<file path="src/rtl/raster_scheduler.sv">
// raster_scheduler: round-robin front end that serialises 144-bit triangle words onto the rasterizer D line.
// Optional WATCHDOG_EN macro adds a WAIT_DONE timeout that pulses timeout and returns to IDLE.
`default_nettype none

module raster_scheduler #(
    parameter int WORD_W      = 144,
    parameter int CNT_W       = 16,
    parameter int WDOG_CYCLES = 1048576
) (
    input  logic              clk,
    input  logic              rst_n,
    input  logic              req0_valid,
    input  logic [WORD_W-1:0] req0_data,
    output logic              req0_ready,
    input  logic              req1_valid,
    input  logic [WORD_W-1:0] req1_data,
    output logic              req1_ready,
    output logic              ras_d,
    input  logic              ras_done,
    output logic              busy,
    output logic              grant_id,
    output logic [CNT_W-1:0]  tri_cnt,
    output logic              timeout
);

    typedef enum logic [1:0] {
        IDLE      = 2'd0,
        SHIFT     = 2'd1,
        WAIT_DONE = 2'd2
    } state_t;

    localparam logic [7:0] LAST_BIT = 8'(WORD_W - 1);

    state_t              state;
    state_t              state_nxt;
    logic                rr_last;
    logic                grant;
    logic                xfer;
    logic [WORD_W-1:0]   word_sel;
    logic [WORD_W-2:0]   shreg;
    logic [7:0]          bit_cnt;
    logic                wdog_expire;

    // Tie goes to whoever was not served last; rr_last resets to 1 so requester 0 wins first.
    always_comb begin
        grant = 1'b0;
        if (req0_valid && req1_valid) begin
            grant = ~rr_last;
        end else if (req1_valid) begin
            grant = 1'b1;
        end
    end

    assign req0_ready = (state == IDLE) && !grant && req0_valid;
    assign req1_ready = (state == IDLE) &&  grant && req1_valid;
    assign xfer       = req0_ready || req1_ready;
    assign word_sel   = grant ? req1_data : req0_data;
    assign busy       = (state != IDLE);

    always_ff @(posedge clk or negedge rst_n) begin
        if (!rst_n) begin
            state <= IDLE;
        end else begin
            state <= state_nxt;
        end
    end

    always_comb begin
        state_nxt = state;
        case (state)
            IDLE:      if (xfer) state_nxt = SHIFT;
            SHIFT:     if (bit_cnt == 8'd0) state_nxt = WAIT_DONE;
            WAIT_DONE: if (ras_done || wdog_expire) state_nxt = IDLE;
            default:   state_nxt = IDLE;
        endcase
    end

    // The MSB goes straight to ras_d at acceptance; the shift register only holds the remaining bits.
    always_ff @(posedge clk or negedge rst_n) begin
        if (!rst_n) begin
            shreg    <= '0;
            bit_cnt  <= 8'd0;
            ras_d    <= 1'b0;
            grant_id <= 1'b0;
            rr_last  <= 1'b1;
            tri_cnt  <= '0;
        end else begin
            case (state)
                IDLE: begin
                    ras_d <= 1'b0;
                    if (xfer) begin
                        shreg    <= word_sel[WORD_W-2:0];
                        ras_d    <= word_sel[WORD_W-1];
                        bit_cnt  <= LAST_BIT;
                        grant_id <= grant;
                        rr_last  <= grant;
                    end
                end
                SHIFT: begin
                    if (bit_cnt != 8'd0) begin
                        ras_d   <= shreg[WORD_W-2];
                        shreg   <= {shreg[WORD_W-3:0], 1'b0};
                        bit_cnt <= bit_cnt - 8'd1;
                    end else begin
                        ras_d <= 1'b0;
                    end
                end
                WAIT_DONE: begin
                    ras_d <= 1'b0;
                    if (ras_done) begin
                        tri_cnt <= tri_cnt + CNT_W'(1);
                    end
                end
                default: ras_d <= 1'b0;
            endcase
        end
    end

`ifdef WATCHDOG_EN
    logic [31:0] wdog_cnt;

    // Held at zero outside WAIT_DONE, so the first WAIT_DONE cycle sees a count of 0.
    always_ff @(posedge clk or negedge rst_n) begin
        if (!rst_n) begin
            wdog_cnt <= 32'd0;
        end else if (state != WAIT_DONE) begin
            wdog_cnt <= 32'd0;
        end else begin
            wdog_cnt <= wdog_cnt + 32'd1;
        end
    end

    assign wdog_expire = (state == WAIT_DONE) && !ras_done &&
                         (wdog_cnt == 32'(WDOG_CYCLES - 1));
    assign timeout     = wdog_expire;
`else
    logic [31:0] unused_wdog;

    assign unused_wdog = 32'(WDOG_CYCLES);
    assign wdog_expire = 1'b0;
    assign timeout     = 1'b0;
`endif

endmodule

`default_nettype wire
</file>
<file path="config.mk">
export PLATFORM = sky130hd
export DESIGN_NAME = raster_scheduler
export DESIGN_NICKNAME = d
export VERILOG_FILES = /design/src/rtl/raster_scheduler.sv
export SDC_FILE = /design/constraint.sdc
export NUM_CORES = 1
export LEC_CHECK = 0
export BUFFER_PORTS_ARGS = -buffer_cell sky130_fd_sc_hd__buf_2
export CAP_MARGIN = 25
export CORE_MARGIN = 1
export CORE_UTILIZATION = 35
export CTS_CLUSTER_SIZE = 12
export DETAILED_ROUTE_END_ITERATION = 7
export PLACE_DENSITY = 0.58
export SYNTH_ARGS = -nofsm -noshare
export SYNTH_HDL_FRONTEND = slang
export SYNTH_SLANG_ARGS = --single-unit
</file>
<file path="constraint.sdc">
create_clock -name clk -period 1.9 [get_ports clk]
set_clock_uncertainty 0.1 [all_clocks]
set_input_delay 0.095 -clock clk [delete_from_list [all_inputs] [get_ports clk]]
set_output_delay 0.095 -clock clk [all_outputs]
set_load 0.02 [all_outputs]
</file>
==> flow_summary_export.csv <==
group,metric,value,unit
run_status,status,"finished with violations",
run_status,violations,"setup timing",
synthesis,synthMuxAreaShare,33.6,%
grt,grt_pass1_vias,7884,
routing,remaining_drc_errors,0,
grt,grt_overflow_total,0,
critical_path,crit_buf_inv,3,
clocking,cts_tree,"built",
critical_path,cp_top_family,"flip-flops",
grt,use_met2,28.4,%
routing,wl_per_cell,14.4,um
cells_and_area,insertedDiodeCount,0,
synthesis,yosysSeqAreaShare,43.5,%
routing,routed_via_density,4.75,
critical_path,slowest_delay,0.57,ns
power,ir_drop,0.000520,V
synthesis,synth_fa_ha_area_share,0.380,%
die,die_area,28900,um^2
die,core,27800,um^2
synthesis,async_flop_share,100,%
run,drv_cap,0,
critical_path,path_class,"reg -> reg",
die,initial_core_util,35.6,%
grt,grt_max_degree,45,
power,power.leakage,6.85,nW
grt,grt_pass1_wl,37.9,mm
clocking,clk_pin_slew_worst_paths,0.07,ns
timing,slew_viol_final,0,
synthesis,synthesis.nets,1210,
die,fp.dieW,170,um
synthesis,synth_xor_area_share,1.33,%
power,p_switching,0.00525,W
die,die_h,170,um
timing,layout_setup_ws,-0.00862,ns
clocking,clkLatencyLatePin,0.43,ns
synthesis,ys.flop_type,"dfrtp_1",
grt,use_met3,2.72,%
critical_path,end_kind,"register",
timing,hold_violations,0,
place,gp_congestion,0.739,
routing,drt_wl_total,24.6,mm
synthesis,synth_compound_area_share,8.45,%
place,dp_hpwl,16.6,mm
power,p_seq_share,36.7,%
routing,drtIter0Drc,286,
critical_path,cp-start-kind,"register",
routing,vias,8115,
timing,fin_crit_sh,100,%
cells_and_area,stdcell_count,1707,
die,num_io_pins,315,
hold_path,min_path_type,"in -> reg",
synthesis,synth-edff-count,0,
synthesis,synthSimpleGateAreaFrac,8.93,%
timing,rsz0062_at_grt,"yes",
place,io_buffers,313,
clocking,cts_max_level,4,
place,place_area,12400,um^2
power,p_total,0.0169,W
die,rows,61,
power,clock_power_share,21.1,%
timing,fmax,524,MHz
power,swShare,31.0,%
routing,drtPass1Iterations,6,
critical_path,cp.required,2.11,ns
synthesis,synth_top_family_by_area,"multiplexers",
power,power_density,1200,nW/um^2
grt,gr-usage-met1,21.2,%
routing,ant_nets,0,
power,power.internal,0.0117,W
critical_path,crit_top_cell,"buf_12",
synthesis,synth_cells,914,
synthesis,yosysUniqueCellTypes,44,
grt,grt_util_all_layers,16.4,%
clocking,clock-sinks,172,
critical_path,ff2ff_setup_slack,-0.009,ns
critical_path,arrival,2.12,ns
cells_and_area,drive_above_1_share,47.7,%
timing,finalSetupViolations,2,
critical_path,path_max_fanout,20,
clocking,cts_buffers,17,
critical_path,crit_chain,"a21boi_4 -> buf_4 -> buf_12 -> buf_12 -> mux2i_1 -> a21oi_1 -> mux2_2",
timing,min_period,1.91,ns
power,comb_power_share,42.2,%
synthesis,avgSynthCellArea,10.8,um^2
synthesis,synthesis.area,9890,um^2
critical_path,crit_slowest_cell,"dfstp_2",
synthesis,ys_warn_count,0,
cells_and_area,n_fill_cell,2530,
clocking,clock_path_buffers,2,
cells_and_area,nNetsFinal,1615,
timing,relSlewSlack,51.5,%
grt,antenna_found_initial,0,
grt,grt_busiest_layer,"met2",
cells_and_area,area_growth,43.2,%
timing,worst_pin_slew,0.722,ns
clocking,cts-root-buf,"clkbuf_16",
synthesis,ys_ff_latch,172,
place,dpl.cell_count,1608,
cells_and_area,stdcell_area,14200,um^2
==> final cells by class <==
cell class                 count  area [um^2]  area share [%]
clock buffer                  17          425            3.01
clock inverter                12          164            1.16
inverter                       4         27.5           0.194
multi-input combinational    672         5570            39.3
sequential                   172         4310            30.4
tap                          378          473            3.34
timing repair buffer         451         3180            22.5
timing repair inverter         1         11.3          0.0796
==> routing by layer <==
| layer | wire length (um) | share of wire, % | vias up |
|---|---|---|---|
| met5 | 0 | 0 | - |
| met4 | 172 | 0.70 | 0 |
| met3 | 846 | 3.4 | 11 |
| met2 | 12500 | 51 | 184 |
| met1 | 11100 | 45 | 3872 |
| li1 | - | - | 4048 |
==> metrics by stage <==
step	utilization [%]	TNS (ns)	setup slack [ns]	hold slack, ns
floorplan	-	0	0.0169	-0.301
global placement	44.7	-0.234	-0.0210	-0.0241
detailed placement	44.7	-1.21	-0.0467	-0.0294
CTS	48.9	0	0.00645	0.000768
global route	51.0	-1.20	-0.0703	0.00765
finish	51.0	-0.0136	-0.00862	0.00691
==> cell usage in the layout, fill, tap and decap left out, drive strengths merged, types with 9 or more instances in the layout <==
master	count
mux2i	145
dfrtp	171
nand3	10
buf	396
nor2	154
mux2	143
nand2	12
inv	9
a21oi	143
xnor2	9
dlygate4sd3	51
clkbuf	21
==> cell usage after synthesis (3+ instances only) <==
library cell,instances,area (um^2)
dfrtp_1,171,4280
nor2_1,154,578
mux2i_1,145,1450
a21oi_1,143,716
mux2_2,74,833
mux2_4,69,1040
buf_2,25,125
clkbuf_1,23,86.3
nand2_1,11,41.3
nand3_1,10,50.1
xnor2_1,9,78.8
buf_6,8,90.1
buf_1,6,22.5
xor2_1,6,52.6
and4_1,4,35.0
buf_4,4,30.0
o21ai_0,4,20.0
o31ai_1,4,30.0
or4_1,4,30.0
a21boi_1,3,22.5
a31oi_1,3,18.8
ha_1,3,37.5
inv_1,3,11.3
nand4_1,3,18.8
nor3_1,3,15.0
==> path summary, 6_finish.rpt <==
check | from | endpoint | cells after the start
min in group asynchronous | rst_n | shreg[54] | 2
setup reg to reg | rr_last | shreg[113] | 7
max in group asynchronous | rst_n | rr_last | 3
hold / removal | req1_data[125] | shreg[125] | 4
hold reg to reg | tri_cnt[15] | tri_cnt[15] | 1
setup / recovery | rr_last | shreg[113] | 7
==> timing repair <==
| action | in CTS | in global routing |
|---|---|---|
| hold buffers | 50 | 1 |
| resized for setup | 10 | 80 |
| cloned | 2 | 6 |
| endpoints found under the hold margin | 203 | 1 |
| endpoints found under the setup margin | 117 | 143 |
| buffers inserted | 1 | 10 |
| pin swaps | 2 | 9 |
==> logic make-up after synthesis <==
family                   after synthesis
multiplexers                         288
AND/OR/NAND/NOR                      204
AO/OA/AOI/OAI                        161
adder cells (fa/ha/maj)                3
buffers and inverters                 70
XOR/XNOR                              15
other                                  1
flip-flops                           172
==> registers in the layout, indices dropped and copies added (netlist names) <==
signal / count
ras_d: 1
tri_cnt: 16
shreg: 143
grant_id: 1
state: 2
bit_cnt: 8
rr_last: 1
==> worst min-delay path, cell delays in order <==
cell     delay [ns]
buf_2          0.08
mux2i_2        0.07
a21oi_2        0.11
mux2_2         0.14
==> power by group through the flow <==
stage	sequential, W	combinational (W)	clock (W)
after floorplan	0.00601	0.00500	0
after global placement	0.00622	0.00645	0
after detailed placement	0.00622	0.00663	0
after CTS	0.00620	0.00680	0.00369
after global routing	0.00641	0.00792	0.00381
final	0.00621	0.00715	0.00357
(Power assumes the default switching activity.)
